## config.mk

```make
export PLATFORM = sky130hd
export DESIGN_NAME = spi_monitor_bridge_flat
export DESIGN_NICKNAME = d
export VERILOG_FILES = /design/src/rtl/monitor_pkg.sv /design/src/rtl/spi_monitor_bridge_if.sv /design/src/rtl/monitor_fifo.sv /design/src/rtl/spi_monitor_bridge.sv /design/src/flat_wrapper.sv
export SDC_FILE = /design/constraint.sdc
export NUM_CORES = 1
export LEC_CHECK = 0
export BUFFER_PORTS_ARGS = -buffer_cell sky130_fd_sc_hd__buf_4
export CORE_ASPECT_RATIO = 1.4
export CORE_MARGIN = 4
export CORE_UTILIZATION = 64
export CTS_CLUSTER_SIZE = 25
export DETAILED_ROUTE_END_ITERATION = 7
export PLACE_DENSITY = 0.87
export RECOVER_POWER = 25
export SLEW_MARGIN = 40
export SYNTH_ARGS = -nofsm -noshare
export SYNTH_HDL_FRONTEND = slang
export SYNTH_HIERARCHICAL = 1
export SYNTH_SLANG_ARGS = --single-unit
```

## constraint.sdc

```tcl
create_clock -name MCLK_IN -period 5.3 [get_ports MCLK_IN]
set_clock_uncertainty 0.15 [all_clocks]
set_input_delay 0.795 -clock MCLK_IN [delete_from_list [all_inputs] [get_ports MCLK_IN]]
set_output_delay 0.795 -clock MCLK_IN [all_outputs]
set_load 0.02 [all_outputs]
```

## src/rtl/monitor_pkg.sv

```systemverilog
// monitor_pkg
// Shared constants for the SPI debug-monitor bridge:
//   - status bit positions inside the transmitted frame
//   - receive frame geometry (RX_FRAME_W, RX_VALID_BIT)
//   - tx_width(): length of the transmitted snapshot frame
package monitor_pkg;

    localparam int STAT_TX_VALID = 0;  // tx_byte field carries a real byte
    localparam int STAT_RX_FULL  = 1;  // receive FIFO is full
    localparam int STAT_TX_OVF   = 2;  // sticky: a CPU push was dropped
    localparam int STAT_RX_OVF   = 3;  // sticky: a host byte was dropped
    localparam int STATUS_W      = 4;
    localparam int TX_BYTE_W     = 8;

    localparam int RX_FRAME_W    = 16;
    localparam int RX_VALID_BIT  = 7;

    function automatic int tx_width(input int addr_w, input int data_w, input int osig_w);
        return addr_w + data_w + osig_w + STATUS_W + TX_BYTE_W;
    endfunction

    function automatic int max_int(input int a, input int b);
        return (a > b) ? a : b;
    endfunction

endpackage

```

## src/rtl/spi_monitor_bridge_if.sv

```systemverilog
// spi_monitor_bridge_if
// CPU-side byte queue signals of the monitor bridge.
//   UART_SEND_TRIGGER_IN / UART_SEND_BYTE_IN : one-cycle push into the transmit FIFO
//   UART_SEND_BUSY                          : transmit FIFO full
//   UART_RECV_ACK_IN                        : one-cycle pop of the receive FIFO
//   UART_RECV_VALID / UART_RECV_BYTE        : receive FIFO non-empty / head byte
// Handshake: a push is a single-cycle strobe; when BUSY is high the push is
// dropped (and flagged) unless a pop frees a slot in the same cycle.  A byte
// transfers to the CPU in any cycle where RECV_VALID and RECV_ACK are both
// high; ACK while RECV_VALID is low has no effect.
interface spi_monitor_bridge_if;

    logic       UART_SEND_TRIGGER_IN;
    logic [7:0] UART_SEND_BYTE_IN;
    logic       UART_SEND_BUSY;
    logic       UART_RECV_ACK_IN;
    logic       UART_RECV_VALID;
    logic [7:0] UART_RECV_BYTE;

    modport master (
        output UART_SEND_TRIGGER_IN, UART_SEND_BYTE_IN, UART_RECV_ACK_IN,
        input  UART_SEND_BUSY, UART_RECV_VALID, UART_RECV_BYTE
    );

    modport slave (
        input  UART_SEND_TRIGGER_IN, UART_SEND_BYTE_IN, UART_RECV_ACK_IN,
        output UART_SEND_BUSY, UART_RECV_VALID, UART_RECV_BYTE
    );

endinterface

```

## src/rtl/monitor_fifo.sv

```systemverilog
// monitor_fifo
// 8-bit synchronous FIFO, FIFO_DEPTH entries (power of two, >= 2).
//   clk, rst_n   : clock, asynchronous active-low reset
//   push, push_data : write strobe and byte; accepted when not full, or when
//                     a pop happens in the same cycle
//   pop          : read strobe; ignored while empty
//   full, empty  : registered status flags
//   head         : oldest entry (0 after reset)
module monitor_fifo #(
    parameter int FIFO_DEPTH = 4
) (
    input  logic       clk,
    input  logic       rst_n,
    input  logic       push,
    input  logic [7:0] push_data,
    input  logic       pop,
    output logic       full,
    output logic       empty,
    output logic [7:0] head
);

    localparam int PTR_W = $clog2(FIFO_DEPTH);
    localparam logic [PTR_W:0] DEPTH_C = (PTR_W + 1)'(FIFO_DEPTH);

    logic [7:0]       mem [FIFO_DEPTH];
    logic [PTR_W-1:0] wr_ptr;
    logic [PTR_W-1:0] rd_ptr;
    logic [PTR_W:0]   count;
    logic [PTR_W:0]   count_nxt;
    logic             do_push;
    logic             do_pop;

    assign do_pop  = pop && !empty;
    assign do_push = push && (!full || do_pop);
    assign head    = mem[rd_ptr];

    always_comb begin
        count_nxt = count;
        if (do_push && !do_pop) begin
            count_nxt = count + (PTR_W + 1)'(1);
        end else if (!do_push && do_pop) begin
            count_nxt = count - (PTR_W + 1)'(1);
        end
    end

    always_ff @(posedge clk or negedge rst_n) begin
        if (!rst_n) begin
            for (int i = 0; i < FIFO_DEPTH; i++) begin
                mem[i] <= 8'h00;
            end
            wr_ptr <= '0;
            rd_ptr <= '0;
            count  <= '0;
            full   <= 1'b0;
            empty  <= 1'b1;
        end else begin
            if (do_push) begin
                mem[wr_ptr] <= push_data;
                wr_ptr      <= wr_ptr + PTR_W'(1);
            end
            if (do_pop) begin
                rd_ptr <= rd_ptr + PTR_W'(1);
            end
            count <= count_nxt;
            full  <= (count_nxt == DEPTH_C);
            empty <= (count_nxt == '0);
        end
    end

endmodule

```

## src/rtl/spi_monitor_bridge.sv

```systemverilog
// spi_monitor_bridge
// SPI mode-1, LSB-first debug-monitor slave clocked entirely by MCLK_IN.
// Every frame returns {tx_byte, status, OUTPUT_SIGNAL_IN, DATA_IN, ADDR_IN}
// and accepts a 16-bit host word {rx_byte, rx_valid, -, INPUT_SIGNAL}.
//   MCLK_IN, RUN_IN               : clock, asynchronous active-low reset
//   SPICLK_IN/SPISI_IN/SPISS_IN   : asynchronous SPI pins (frame while SPISS_IN high)
//   ADDR_IN, DATA_IN, OUTPUT_SIGNAL_IN : bus snapshot sources
//   uart                          : CPU-side byte queues (transmit and receive FIFOs)
//   INPUT_SIGNAL                  : host-driven signals, registered
//   SPISO                         : serial out, registered
module spi_monitor_bridge
    import monitor_pkg::*;
#(
    parameter int ADDR_W     = 24,
    parameter int DATA_W     = 16,
    parameter int OSIG_W     = 4,
    parameter int ISIG_W     = 4,
    parameter int FIFO_DEPTH = 4
) (
    input  logic                 MCLK_IN,
    input  logic                 RUN_IN,
    input  logic                 SPICLK_IN,
    input  logic                 SPISI_IN,
    input  logic                 SPISS_IN,
    input  logic [ADDR_W-1:0]    ADDR_IN,
    input  logic [DATA_W-1:0]    DATA_IN,
    input  logic [OSIG_W-1:0]    OUTPUT_SIGNAL_IN,
    spi_monitor_bridge_if.slave  uart,
    output logic [ISIG_W-1:0]    INPUT_SIGNAL,
    output logic                 SPISO
);

    localparam int TX_W    = tx_width(ADDR_W, DATA_W, OSIG_W);
    localparam int CNT_MAX = max_int(TX_W, RX_FRAME_W);
    localparam int CNT_W   = $clog2(CNT_MAX + 1);
    localparam logic [CNT_W-1:0] CNT_TOP = CNT_W'(CNT_MAX);
    localparam logic [CNT_W-1:0] TX_LAST = CNT_W'(TX_W - 1);
    localparam logic [CNT_W-1:0] RX_LAST = CNT_W'(RX_FRAME_W);

    // Synchronisers.  SPISS resets to "high" so a frame already in progress
    // when RUN_IN releases is ignored until SPISS is seen low again.
    logic [1:0] sclk_sync, si_sync, ss_sync;
    logic       sclk_q;
    logic       armed;
    logic       sclk_rise, sclk_fall, si_s, frame_on;

    logic [CNT_W-1:0]      bit_cnt;
    logic [TX_W-1:0]       tx_sh;
    logic [TX_W-1:0]       tx_frame;
    logic [RX_FRAME_W-1:0] rx_sh;
    logic [RX_FRAME_W-1:0] rx_word;
    logic [STATUS_W-1:0]   status;
    logic                  snap_valid, snap_tx_ovf, snap_rx_ovf;
    logic                  tx_ovf, rx_ovf;

    logic       tx_full, tx_empty, rx_full, rx_empty;
    logic [7:0] tx_head, rx_head, tx_byte;
    logic       tx_done, rx_done, tx_pop, rx_push, rx_pop;
    logic       tx_ovf_set, rx_ovf_set;

    assign sclk_rise = sclk_sync[1] & ~sclk_q;
    assign sclk_fall = ~sclk_sync[1] & sclk_q;
    assign si_s      = si_sync[1];
    assign frame_on  = ss_sync[1] & armed;

    assign tx_byte = tx_empty ? 8'h00 : tx_head;

    always_comb begin
        status                = '0;
        status[STAT_TX_VALID] = ~tx_empty;
        status[STAT_RX_FULL]  = rx_full;
        status[STAT_TX_OVF]   = tx_ovf;
        status[STAT_RX_OVF]   = rx_ovf;
    end

    assign tx_frame = {tx_byte, status, OUTPUT_SIGNAL_IN, DATA_IN, ADDR_IN};
    assign rx_word  = {si_s, rx_sh[RX_FRAME_W-1:1]};

    // The snapshot byte is popped only once the host has clocked the whole frame.
    assign tx_done = frame_on & sclk_rise & (bit_cnt == TX_LAST);
    assign tx_pop  = tx_done & snap_valid;
    assign rx_done = frame_on & sclk_fall & (bit_cnt == RX_LAST);
    assign rx_push = rx_done & rx_word[RX_VALID_BIT];
    assign rx_pop  = uart.UART_RECV_ACK_IN & ~rx_empty;

    assign tx_ovf_set = uart.UART_SEND_TRIGGER_IN & tx_full & ~tx_pop;
    assign rx_ovf_set = rx_push & rx_full & ~rx_pop;

    assign uart.UART_SEND_BUSY  = tx_full;
    assign uart.UART_RECV_VALID = ~rx_empty;
    assign uart.UART_RECV_BYTE  = rx_head;

    always_ff @(posedge MCLK_IN or negedge RUN_IN) begin
        if (!RUN_IN) begin
            sclk_sync <= 2'b00;
            si_sync   <= 2'b00;
            ss_sync   <= 2'b11;
            sclk_q    <= 1'b0;
            armed     <= 1'b0;
        end else begin
            sclk_sync <= {sclk_sync[0], SPICLK_IN};
            si_sync   <= {si_sync[0], SPISI_IN};
            ss_sync   <= {ss_sync[0], SPISS_IN};
            sclk_q    <= sclk_sync[1];
            if (!ss_sync[1]) begin
                armed <= 1'b1;
            end
        end
    end

    always_ff @(posedge MCLK_IN or negedge RUN_IN) begin
        if (!RUN_IN) begin
            bit_cnt      <= '0;
            tx_sh        <= '0;
            rx_sh        <= '0;
            SPISO        <= 1'b0;
            INPUT_SIGNAL <= '0;
            snap_valid   <= 1'b0;
            snap_tx_ovf  <= 1'b0;
            snap_rx_ovf  <= 1'b0;
        end else if (!frame_on) begin
            bit_cnt <= '0;
            SPISO   <= 1'b0;
        end else begin
            if (sclk_rise) begin
                if (bit_cnt != CNT_TOP) begin
                    bit_cnt <= bit_cnt + CNT_W'(1);
                end
                if (bit_cnt == '0) begin
                    SPISO       <= tx_frame[0];
                    tx_sh       <= tx_frame >> 1;
                    snap_valid  <= ~tx_empty;
                    snap_tx_ovf <= tx_ovf;
                    snap_rx_ovf <= rx_ovf;
                end else if (bit_cnt <= TX_LAST) begin
                    SPISO <= tx_sh[0];
                    tx_sh <= tx_sh >> 1;
                end else begin
                    SPISO <= 1'b0;
                end
            end
            if (sclk_fall && (bit_cnt != '0) && (bit_cnt <= RX_LAST)) begin
                rx_sh <= rx_word;
            end
            if (rx_done) begin
                INPUT_SIGNAL <= rx_word[ISIG_W-1:0];
            end
        end
    end

    // A sticky flag is cleared only by a completed frame that actually
    // carried it to the host; a new overflow in that cycle wins.
    always_ff @(posedge MCLK_IN or negedge RUN_IN) begin
        if (!RUN_IN) begin
            tx_ovf <= 1'b0;
            rx_ovf <= 1'b0;
        end else begin
            tx_ovf <= tx_ovf_set | (tx_ovf & ~(tx_done & snap_tx_ovf));
            rx_ovf <= rx_ovf_set | (rx_ovf & ~(tx_done & snap_rx_ovf));
        end
    end

    monitor_fifo #(.FIFO_DEPTH(FIFO_DEPTH)) u_tx_fifo (
        .clk       (MCLK_IN),
        .rst_n     (RUN_IN),
        .push      (uart.UART_SEND_TRIGGER_IN),
        .push_data (uart.UART_SEND_BYTE_IN),
        .pop       (tx_pop),
        .full      (tx_full),
        .empty     (tx_empty),
        .head      (tx_head)
    );

    monitor_fifo #(.FIFO_DEPTH(FIFO_DEPTH)) u_rx_fifo (
        .clk       (MCLK_IN),
        .rst_n     (RUN_IN),
        .push      (rx_push),
        .push_data (rx_word[15:8]),
        .pop       (uart.UART_RECV_ACK_IN),
        .full      (rx_full),
        .empty     (rx_empty),
        .head      (rx_head)
    );

endmodule

```

## src/flat_wrapper.sv

```systemverilog
// flat-port wrapper written by rule: the top's interface ports become plain ports
module spi_monitor_bridge_flat import monitor_pkg::*;
#(
    parameter int ADDR_W     = 24,
    parameter int DATA_W     = 16,
    parameter int OSIG_W     = 4,
    parameter int ISIG_W     = 4,
    parameter int FIFO_DEPTH = 4
)
  (MCLK_IN, RUN_IN, SPICLK_IN, SPISI_IN, SPISS_IN, ADDR_IN, DATA_IN, OUTPUT_SIGNAL_IN, INPUT_SIGNAL, SPISO, uart_UART_SEND_TRIGGER_IN, uart_UART_SEND_BYTE_IN, uart_UART_RECV_ACK_IN, uart_UART_SEND_BUSY, uart_UART_RECV_VALID, uart_UART_RECV_BYTE);
  spi_monitor_bridge_if uart_i ();
  input  logic MCLK_IN;
  input  logic RUN_IN;
  input  logic SPICLK_IN;
  input  logic SPISI_IN;
  input  logic SPISS_IN;
  input  logic [ADDR_W-1:0] ADDR_IN;
  input  logic [DATA_W-1:0] DATA_IN;
  input  logic [OSIG_W-1:0] OUTPUT_SIGNAL_IN;
  output logic [ISIG_W-1:0] INPUT_SIGNAL;
  output logic SPISO;
  input wire logic [$bits(uart_i.UART_SEND_TRIGGER_IN)-1:0] uart_UART_SEND_TRIGGER_IN;
  input wire logic [$bits(uart_i.UART_SEND_BYTE_IN)-1:0] uart_UART_SEND_BYTE_IN;
  input wire logic [$bits(uart_i.UART_RECV_ACK_IN)-1:0] uart_UART_RECV_ACK_IN;
  output wire logic [$bits(uart_i.UART_SEND_BUSY)-1:0] uart_UART_SEND_BUSY;
  output wire logic [$bits(uart_i.UART_RECV_VALID)-1:0] uart_UART_RECV_VALID;
  output wire logic [$bits(uart_i.UART_RECV_BYTE)-1:0] uart_UART_RECV_BYTE;
  assign uart_i.UART_SEND_TRIGGER_IN = uart_UART_SEND_TRIGGER_IN;
  assign uart_i.UART_SEND_BYTE_IN = uart_UART_SEND_BYTE_IN;
  assign uart_i.UART_RECV_ACK_IN = uart_UART_RECV_ACK_IN;
  assign uart_UART_SEND_BUSY = uart_i.UART_SEND_BUSY;
  assign uart_UART_RECV_VALID = uart_i.UART_RECV_VALID;
  assign uart_UART_RECV_BYTE = uart_i.UART_RECV_BYTE;
  spi_monitor_bridge #(.ADDR_W(ADDR_W), .DATA_W(DATA_W), .OSIG_W(OSIG_W), .ISIG_W(ISIG_W), .FIFO_DEPTH(FIFO_DEPTH)) u_core (.MCLK_IN(MCLK_IN), .RUN_IN(RUN_IN), .SPICLK_IN(SPICLK_IN), .SPISI_IN(SPISI_IN), .SPISS_IN(SPISS_IN), .ADDR_IN(ADDR_IN), .DATA_IN(DATA_IN), .OUTPUT_SIGNAL_IN(OUTPUT_SIGNAL_IN), .uart(uart_i), .INPUT_SIGNAL(INPUT_SIGNAL), .SPISO(SPISO));
endmodule
```

== Yosys cells after proc, flatten, opt, wreduce, memory -nomap -nowiden ==
Cells that the tools add are included.

* Bits in registers: 178
* Input bits: 59
* Output and inout bits: 15
* Word-level logic and storage cells: 147

* Magnitude comparators: 8
* $add $sub $neg: 9
* Bitwise gates (word level): 32
* Mux-type cells: 26
* Reduce and logical (&&, ||, !) cells: 32
* Equality and inequality tests: 7

{| class="wikitable"
|+ Operator list
! cell !! count
|-
| two-way mux 56 bit || 2
|-
| bitwise mux 32 bit || 2
|-
| two-way mux 8 bit || 7
|-
| binary-select mux 8 bit (select 2 bit) || 2
|-
| demux 8 bit (select 2 bit) || 2
|-
| AND 1 bit || 18
|-
| two-way mux 6 bit || 3
|-
| >= comparator 3 bit, second input constant || 4
|-
| logical AND 1 bit || 12
|-
| two-way mux 3 bit || 4
|-
| inverter 2 -> 3 bit || 4
|-
| adder 2 x 1 -> 2 bit, second input constant || 4
|-
| logical NOT 1 bit || 8
|-
| inverter 1 bit || 8
|-
| adder 3 x 1 -> 3 bit, second input constant || 2
|-
| adder 6 x 1 -> 6 bit, second input constant || 1
|-
| == test 3 bit, second input constant || 2
|-
| == test 6 x 5 -> 1 bit, second input constant || 1
|-
| == test 6 bit, second input constant || 1
|-
| <= comparator 6 x 5 -> 1 bit, second input constant || 1
|-
| <= comparator 6 bit, second input constant || 1
|-
| logical NOT 3 bit || 2
|-
| logical NOT 6 bit || 1
|-
| < comparator 3 x 1 -> 1 bit, second input constant || 2
|-
| 11 further kinds || 20
|}

== Longest topological paths before layout ==
Gate-level depths: netlist (run 1).

* Depth after elaboration: 13
* Mapped depth: 10
* Gate-level depth less buffers: 9

== Cells and area by module ==
The synthesis (run 1) kept the hierarchy.

{| class="wikitable"
|+ Modules (own cells, without submodules)
! module !! area an instance (sq um) !! sequential area each (sq um) !! cells each !! instances
|-
| spi_monitor_bridge || 4,134.0 || 2,354.8 || 417 || 1
|-
| monitor_fifo at u_core.u_rx_fifo || 1,898.1 || 1,027.2 || 119 || 1
|-
| monitor_fifo at u_core.u_tx_fifo || 1,875.5 || 1,027.2 || 120 || 1
|}

== Worst setup path after synthesis (run 1) ==
No wires, ideal clock.

* Path kind: reg2reg
* Start point: register u_core.ss_sync[1]
* End point: register u_core.u_rx_fifo.full
* Period minus slack after synthesis: 2,621 ps
* Data required time: 5,062 ps
* Cell stages (with the launch flop): 10
* Arrival: 2,383 ps
* Buffers on the path: 1
* Slack: 2,679 ps
* Setup time: 88 ps
* Cells stage by stage: dfstp_2 nand2_2 nor4b_4 and3_1 buf_2 and2_1 nor2b_1 mux2_2 mux2_2 nor3b_1

* Word-level cells in the longest chain between the ends: 10
* Elaborated cells on any way between the ends: 11
* Classes of those cells: eq/ne: 1; mux: 2; bitwise: 4; reduce/logical: 4

{| class="wikitable"
|+ RTL lines
! element !! RTL line !! RTL
|-
| start: declaration || spi_monitor_bridge.sv:42 || <nowiki>logic [1:0] sclk_sync, si_sync, ss_sync;</nowiki>
|-
| start signal: assignment || spi_monitor_bridge.sv:103 || <nowiki>ss_sync <= {ss_sync[0], SPISS_IN};</nowiki>
|-
| AND 1 bit (*) || spi_monitor_bridge.sv:64 || <nowiki>assign frame_on = ss_sync[1] & armed;</nowiki>
|-
| AND 1 bit (*) (2 in series) || spi_monitor_bridge.sv:82 || <nowiki>assign rx_done = frame_on & sclk_fall & (bit_cnt == RX_LAST);</nowiki>
|-
| AND 1 bit (*) || spi_monitor_bridge.sv:83 || <nowiki>assign rx_push = rx_done & rx_word[RX_VALID_BIT];</nowiki>
|-
| named net u_core.rx_push || spi_monitor_bridge.sv:58 || <nowiki>logic tx_done, rx_done, tx_pop, rx_push, rx_pop;</nowiki>
|-
| logical AND 1 bit (*) || monitor_fifo.sv:34 || <nowiki>assign do_push = push && (!full || do_pop);</nowiki>
|-
| logical NOT 1 bit || monitor_fifo.sv:41 || <nowiki>end else if (!do_push && do_pop) begin</nowiki>
|-
| logical AND 1 bit || monitor_fifo.sv:41 ||
|-
| two-way mux 3 bit || monitor_fifo.sv:41 ||
|-
| two-way mux 3 bit (*) || monitor_fifo.sv:39 || <nowiki>if (do_push && !do_pop) begin</nowiki>
|-
| named net u_core.u_rx_fifo.count_nxt[1] || monitor_fifo.sv:29 || <nowiki>logic [PTR_W:0] count_nxt;</nowiki>
|-
| == test 3 bit (*) || monitor_fifo.sv:65 || <nowiki>full <= (count_nxt == DEPTH_C);</nowiki>
|-
| end signal: assignment || monitor_fifo.sv:65 ||
|-
| end: declaration || monitor_fifo.sv:17 || <nowiki>output logic full,</nowiki>
|}

The timed path passes the listed nets; every way through them passes the cells marked *.
A chain may end at the register's enable or synchronous reset.

== Worst setup path after layout (run 1) ==
* Start point: register u_core.ss_sync[1]
* End point: register u_core.u_rx_fifo.empty

* Word-level cells in the longest chain between the ends: 10
* Elaborated cells on any way between the ends: 11
* Classes of those cells: mux: 2; bitwise: 4; reduce/logical: 5

{| class="wikitable"
|+ RTL lines
! element !! RTL line !! RTL
|-
| AND 1 bit (*) || spi_monitor_bridge.sv:64 ||
|-
| AND 1 bit (*) (2 in series) || spi_monitor_bridge.sv:82 ||
|-
| AND 1 bit (*) || spi_monitor_bridge.sv:83 ||
|-
| named net u_core.rx_push || spi_monitor_bridge.sv:58 ||
|-
| logical AND 1 bit (*) || monitor_fifo.sv:34 ||
|-
| logical NOT 1 bit || monitor_fifo.sv:41 ||
|-
| logical AND 1 bit || monitor_fifo.sv:41 ||
|-
| two-way mux 3 bit || monitor_fifo.sv:41 ||
|-
| two-way mux 3 bit (*) || monitor_fifo.sv:39 ||
|-
| named net u_core.u_rx_fifo.count_nxt[1] || monitor_fifo.sv:29 ||
|-
| logical NOT 3 bit (*) || monitor_fifo.sv:66 || <nowiki>empty <= (count_nxt == '0);</nowiki>
|-
| end signal: assignment || monitor_fifo.sv:66 ||
|-
| end: declaration || monitor_fifo.sv:18 || <nowiki>output logic empty,</nowiki>
|}

Marks and branches as above.

==> results of run 1 <==
[routing by layer]
metal / wire length, um / global-route usage [%] / vias to the layer above
li1: - / - / 2408
met1: 6238 / 28.79 / 2649
met2: 8647 / 40.90 / 145
met3: 853 / 6.059 / 27
met4: 315 / 8.639 / 0
met5: 0 / 0 / -
[metrics by stage]
stage | cells | hold slack (ns) | area [sq um] | power, mW | setup slack [ns]
3_5_place_dp | 848 | 0.1887 | 8504 | 2.632 | 2.407
3_3_place_gp | 846 | 0.1829 | 8473 | 2.548 | 2.551
4_1_cts | 880 | 0.2054 | 9101 | 3.874 | 2.287
2_1_floorplan | 656 | 0.1812 | 7908 | 2.395 | 2.679
5_1_grt | 881 | 0.2198 | 9117 | 4.057 | 2.157
6_report | 881 | 0.2029 | 9117 | 3.857 | 2.270
[sequential cells by signal, summed over array words and instances, names as in the netlist, 2 cells and up]
name	count
u_core/rx_sh	15
u_core/u_rx_fifo/count	3
u_core/INPUT_SIGNAL	4
u_core/u_rx_fifo/mem	32
u_core/u_tx_fifo/count	3
u_core/sclk_sync	2
u_core/u_tx_fifo/rd_ptr	2
u_core/u_rx_fifo/wr_ptr	2
u_core/u_tx_fifo/mem	32
u_core/si_sync	2
u_core/ss_sync	2
u_core/tx_sh	55
u_core/u_tx_fifo/wr_ptr	2
u_core/bit_cnt	6
u_core/u_rx_fifo/rd_ptr	2
[cells by family (layout without fill, tap and decap cells)]
group           after synthesis  count (layout)
compound gates               72              72
xor+xnor                     15              15
fa+ha+maj                    14              14
buf+inv                      50             128
flops                       176             176
mux                         109             109
simple gates                220             220
[path summary, 6_finish.rpt]
kind	from	to	slack [ns]	cells past startpoint
min	u_core/si_sync[0]	u_core/si_sync[1]	0.20	0
max in group asynchronous	RUN_IN	u_core/tx_sh[47]	2.68	3
min in group asynchronous	RUN_IN	u_core/tx_sh[33]	0.75	1
max reg2reg	u_core/ss_sync[1]	u_core/u_rx_fifo/empty	2.27	8
min reg2reg	u_core/si_sync[0]	u_core/si_sync[1]	0.20	0
max	u_core/ss_sync[1]	u_core/u_rx_fifo/empty	2.27	8
[cells in the mapped netlist (2+ instances only)]
library cell | instances | share of area (%)
mux4_2 | 16 | 4.6
mux2_1 | 3 | 0.43
inv_1 | 16 | 0.76
buf_1 | 2 | 0.095
and3_1 | 2 | 0.16
ha_1 | 14 | 2.2
and2_1 | 3 | 0.24
nor3b_1 | 3 | 0.28
nor2b_1 | 2 | 0.16
a31oi_1 | 55 | 4.4
nand2_2 | 6 | 0.47
xnor2_1 | 10 | 1.1
nand2b_1 | 2 | 0.16
mux2i_1 | 6 | 0.76
nor2_1 | 65 | 3.1
nand4b_1 | 4 | 0.44
a21oi_1 | 4 | 0.25
nor3_1 | 2 | 0.13
buf_2 | 14 | 0.89
nand4_1 | 3 | 0.24
a21boi_4 | 2 | 0.47
nand2b_4 | 2 | 0.35
nand2_4 | 4 | 0.57
buf_4 | 11 | 1.0
o21ai_0 | 4 | 0.25
clkbuf_1 | 3 | 0.14
xor2_1 | 5 | 0.55
dfstp_2 | 4 | 1.3
dfrtp_1 | 172 | 54
mux2_2 | 84 | 12
nand2_1 | 110 | 5.2
buf_6 | 4 | 0.57
nand3b_1 | 7 | 0.66
[layout make-up]
class / count / share of cell area [%]
Clock buffer: 17 / 4.666
Clock inverter: 15 / 1.880
Inverter: 16 / 0.6587
Multi-Input combinational cell: 430 / 35.53
Sequential cell: 176 / 48.36
Tap cell: 147 / 2.017
Timing Repair Buffer: 80 / 6.889
[power breakdown]
part	leakage, nW	internal [mW]	total [mW]	switching (mW)
combinational	1.84	0.412	0.778	0.366
sequential	2.14	1.64	1.86	0.218
clock	0.283	0.633	1.22	0.590
total	4.27	2.68	3.86	1.17
==> reports/metrics.cfg, run 1 <==
[cells_and_area]
num_antenna_cells=0
fillerInstances=707
multi_input_area_sq_um=3239
drive_above_1_share_pct=31.74
final_util_pct=76.38
seq_area_sq_um=4409
layout_common_cells=dfrtp_1 (172), nand2_1 (110), mux2_2 (84)
layout_commonest_cell=dfrtp_1
nets=794
syn_to_final_growth_pct=15.30

[routing]
first_pass_iters=5
viasPerCell=5.935
drt_first_iter_violations=349
route.detailed.drc=0
wl_per_cell_um=18.22
drt_wl_total_um=16060
antenna_left=0
vias=5229

[grt]
grt_max_degree=104
grt_pass1_vias=5443
grtUsageTotal_pct=23.81
grt_pass1_wl_um=26350
grt-ovfl-total=0
antenna_found_initial=0

[clock_network]
clk_latency_ns=0.42
cts_buffers=17
cts_tree=done
cts_max_level=4
root_buffer=clkbuf_16
clk_pin_slew_ns=0.07
cts-hold-fix-buffers=0
cts_sinks=176
post_cts_buffers=0
post_cts_resized=0
ctsLongestPathBuffers=2

[setup_path]
end_kind=flip-flop
crit_family=simple AND/OR/NAND/NOR gates
critical_path.cell_chain=nand2_2 -> nor4b_4 -> and3_1 -> and2_1 -> nor2b_1 -> mux2_2 -> mux2_2 -> nor3_1
cpMostUsedCell=mux2_2
setup.worst_path.start_class=flip-flop
slowest_stage=dfstp_1
crit_type=flip-flop to flip-flop
critPathMaxFanout=9
critical_path.max_stage_delay_ns=0.56
crit_arrival_ns=3.21
crit_buf_inv=0
required_ns=5.48

[logic_synthesis]
syn-cell-area_sq_um=7908
yosysSeqAreaShare_pct=55.76
synth_seq_cells=176
synthAdderAreaFrac_pct=2.215
syn-mean-instance-area_sq_um=12.05
synth_simple_gate_area_share_pct=13.07
synth_cell_type_count=45
synth_top_family_by_area=multiplexers
synth_edf_count=0
yosysWarnings=6
synth_cells=656
async_flop_share_pct=100.0
synth_compound_area_share_pct=6.092
muxShareOfSynthArea_pct=17.71
syn_nets=729
synth_ff_type=dfrtp_1
synthXorXnorAreaFrac_pct=1.661

[floorplan]
num_io_pins=74
core_area_sq_um=11940
dieArea_sq_um=14220
die_h_um=139.5
fp-row-count=47
die_x_um=101.9
start_util_pct=66.24

[flow_run]
drv_cap=1

[placement]
portBuffers=73
dp_hpwl_um=10210
gp_congestion=0.7508

[run_status]
violations=capacitance limit, slew limit
status=complete, but fails checks

[sta]
worst_pin_slew_ns=1.939
report.final.setup_viol=0
rsz0062_at_grt=no
slew_violations=36
fin_tns_setup_ns=0
post-route-period-util_pct=57.18
hold_viol=0
maxSlewHeadroom_pct=-29.27
fmax_mhz=330.0
post-route-min-period_ns=3.030

[pwr]
powerDensity_nw_per_um2=423.0
p_leak_nw=4.265
ir_drop_mv=0.2327

[min_path]
hp-class=flip-flop to flip-flop

Note: power is estimated with default switching activity, not from simulation.
==> inputs of run 2 (changes only) <==
- CORE_UTILIZATION: 64 -> 53
- PLACE_DENSITY: 0.87 -> 0.77
- clock period: 5.3 -> 2.6 ns (I/O delays scaled with it)
==> run 2 against run 1 <==
The flow now finishes without violations. Critical path type unchanged. Final cell count rose by 6.7%. Wire length fell by 2.8%. Hold slack got worse by 0.17 ns. Die area rose by 19%. Count of clock-buffer cells in the layout rose by 3. Maximum frequency rose by 18%. Critical path depth rose by 1. Global-route usage fell by 4.7 points. Register-to-register slack got worse by 2.2 ns. Sequential cell count did not move.
==> reports/metrics.cfg, run 2 (same netlist as run 1, synthesis figures left out) <==
[cells_and_area]
final_util_pct=64.29  ; -12 points
layout_common_cells=dfrtp_1 (172), nand2_1 (110), buf_4 (84), mux2_2 (84), nor2_1 (65)
layout_commonest_cell=dfrtp_1
drive_above_1_share_pct=33.69  ; +1.9 points
nets=811  ; +2.1%
largest_reg_flops=55  ; unchanged
reg_top3=u_core/tx_sh: 55 flops, u_core/u_rx_fifo/mem: 32 flops, u_core/u_tx_fifo/mem: 32 flops
fin_cells=940  ; +6.7%
regMostFlops=u_core/tx_sh
syn_to_final_growth_pct=18.48
num_antenna_cells=0  ; unchanged

[placement]
place_inst=898  ; +5.9%
portBuffers=73  ; unchanged
place_ws_ns=0.01119  ; -2.396 ns
dp_hpwl_um=10320  ; +1.0%
gp_congestion=0.8136  ; +8.4%

[floorplan]
num_io_pins=74  ; unchanged
start_util_pct=54.26  ; -12 points
dieArea_sq_um=16970  ; +19%
fp-row-count=52  ; +11%
die_x_um=111.2  ; +9.1%
die_h_um=152.5  ; +9.3%
core_area_sq_um=14570  ; +22%

[routing]
vias=5202  ; -0.52%
drt_wl_total_um=15610  ; -2.8%
first_pass_iters=5  ; unchanged
drt_first_iter_violations=401  ; +15%
viasPerCell=5.534  ; -6.8%
antenna_left=0  ; unchanged
route.detailed.drc=0  ; unchanged
wl_per_cell_um=16.60  ; -8.9%

[pwr]
combPwrFrac_pct=21.0  ; +0.8 points
ir_drop_mv=0.4886  ; +110%
p_leak_nw=4.379  ; +2.7%
powerDensity_nw_per_um2=851.6  ; +100%
p_clk_share_pct=32.2  ; +0.5 points
p_sw_mw=2.262  ; +93%
power.share.sequential_pct=46.8  ; -1.3 points
switching_share_pct=28.35  ; -2.1 points
internal_power_mw=5.717  ; +110%

[setup_path]
critPathMaxFanout=4  ; -5
crit_type=flip-flop to flip-flop
setup.worst_path.start_class=flip-flop
crit_arrival_ns=2.76  ; -0.45 ns
end_kind=flip-flop
rrSetupSlack_ns=0.03  ; -2.24 ns
required_ns=2.78  ; -2.70 ns

[clock_network]
cts_tree=done
root_buffer=clkbuf_16
cts_buffers=17  ; unchanged
clk_latency_ns=0.42  ; about the same
cts_max_level=4  ; unchanged
clk_pin_slew_ns=0.07  ; about the same
cts_sinks=176  ; unchanged
ctsLongestPathBuffers=2  ; unchanged

[sta]
fin_ws_ns=0.02562  ; -2.244 ns
worst_pin_slew_ns=1.280  ; -0.6595 ns
report.final.setup_viol=0  ; unchanged
rsz0062_at_grt=yes
fmax_mhz=388.4  ; +18%
post-route-min-period_ns=2.574  ; -0.4560 ns
maxSlewHeadroom_pct=14.69  ; +44 points
slew_violations=0  ; -100%
fin_tns_setup_ns=0  ; unchanged
hold_viol=0  ; unchanged
post-route-period-util_pct=99.01  ; +42 points

[flow_run]
drv_cap=0  ; -1

[min_path]
hp-class=primary input to flip-flop

[grt]
grt_max_degree=92  ; -12%
grt-ovfl-total=0  ; unchanged
grtUsageTotal_pct=19.07  ; -4.7 points
grt_pass1_vias=5349  ; -1.7%
antenna_found_initial=0  ; unchanged
grt_pass1_wl_um=26320  ; -0.13%

[run_status]
status=finished clean

==> run 2: worst paths after layout <==
kind / from / to / cells past startpoint
hold / removal: ADDR_IN[0] / u_core/SPISO / 2
setup / recovery: u_core/ss_sync[1] / u_core/u_rx_fifo/full / 9
max in group asynchronous: RUN_IN / u_core/u_rx_fifo/mem[28] / 3
setup reg to reg: u_core/ss_sync[1] / u_core/u_rx_fifo/full / 9
min in group asynchronous: RUN_IN / u_core/tx_sh[35] / 2
hold reg to reg: u_core/sclk_sync[0] / u_core/sclk_sync[1] / 0
==> run 2: power by group through the flow <==
stage                     clock network (mW)  logic (mW)  registers, mW
after CTS                               2.63        1.65           3.73
after detailed placement                   0        1.62           3.78
after global placement                     0        1.53           3.73
after floorplan                            0        1.26           3.63
after global routing                    2.77        1.86           3.81
final                                   2.57        1.67           3.74
==> run 2: final cells by class <==
class,instances,area [sq um]
inverter,16,60.06
sequential,176,4409
clock inverter,12,146.4
tap,189,236.5
fill,1105,5205
multi-input combinational,430,3271
clock buffer,20,456.7
timing repair buffer,97,789.5
==> run 2: routing by layer <==
| metal | routed length (um) | GRT usage [%] | part of all wire [%] | up-vias |
|---|---|---|---|---|
| li1 | - | - | - | 2433 |
| met1 | 6554 | 23.97 | 42 | 2636 |
| met2 | 8165 | 32.70 | 52 | 115 |
| met3 | 628 | 4.013 | 4.0 | 18 |
| met4 | 260 | 6.783 | 1.7 | 0 |
| met5 | 0 | 0 | 0 | - |
==> run 2: worst max-delay path, stage by stage (launching register included) <==
cell and delay (ns):
dfstp_2 0.55, nand2_2 0.09, nor4b_4 0.29, and3_4 0.23, and2_1 0.13, buf_4 0.13
and4bb_2 0.25, a31oi_1 0.26, xnor2_2 0.18, nor3b_2 0.24
==> run 2: timing repair <==
item,CTS,global route
hold buffers,4,0
setup buffers,0,6
pin swaps,0,2
endpoints found under the setup margin,4,67
resized for setup,1,5
hold endpoints to repair,48,0
==> run 2: through the flow <==
step	total power [mW]	cell area, sq um	hold slack, ns
floorplan	4.883	7910	-0.05559
global placement	5.264	8653	0.1841
detailed placement	5.393	8653	0.1918
CTS	8.009	9303	0.01685
global route	8.441	9369	0.01785
finish	7.979	9369	0.03435
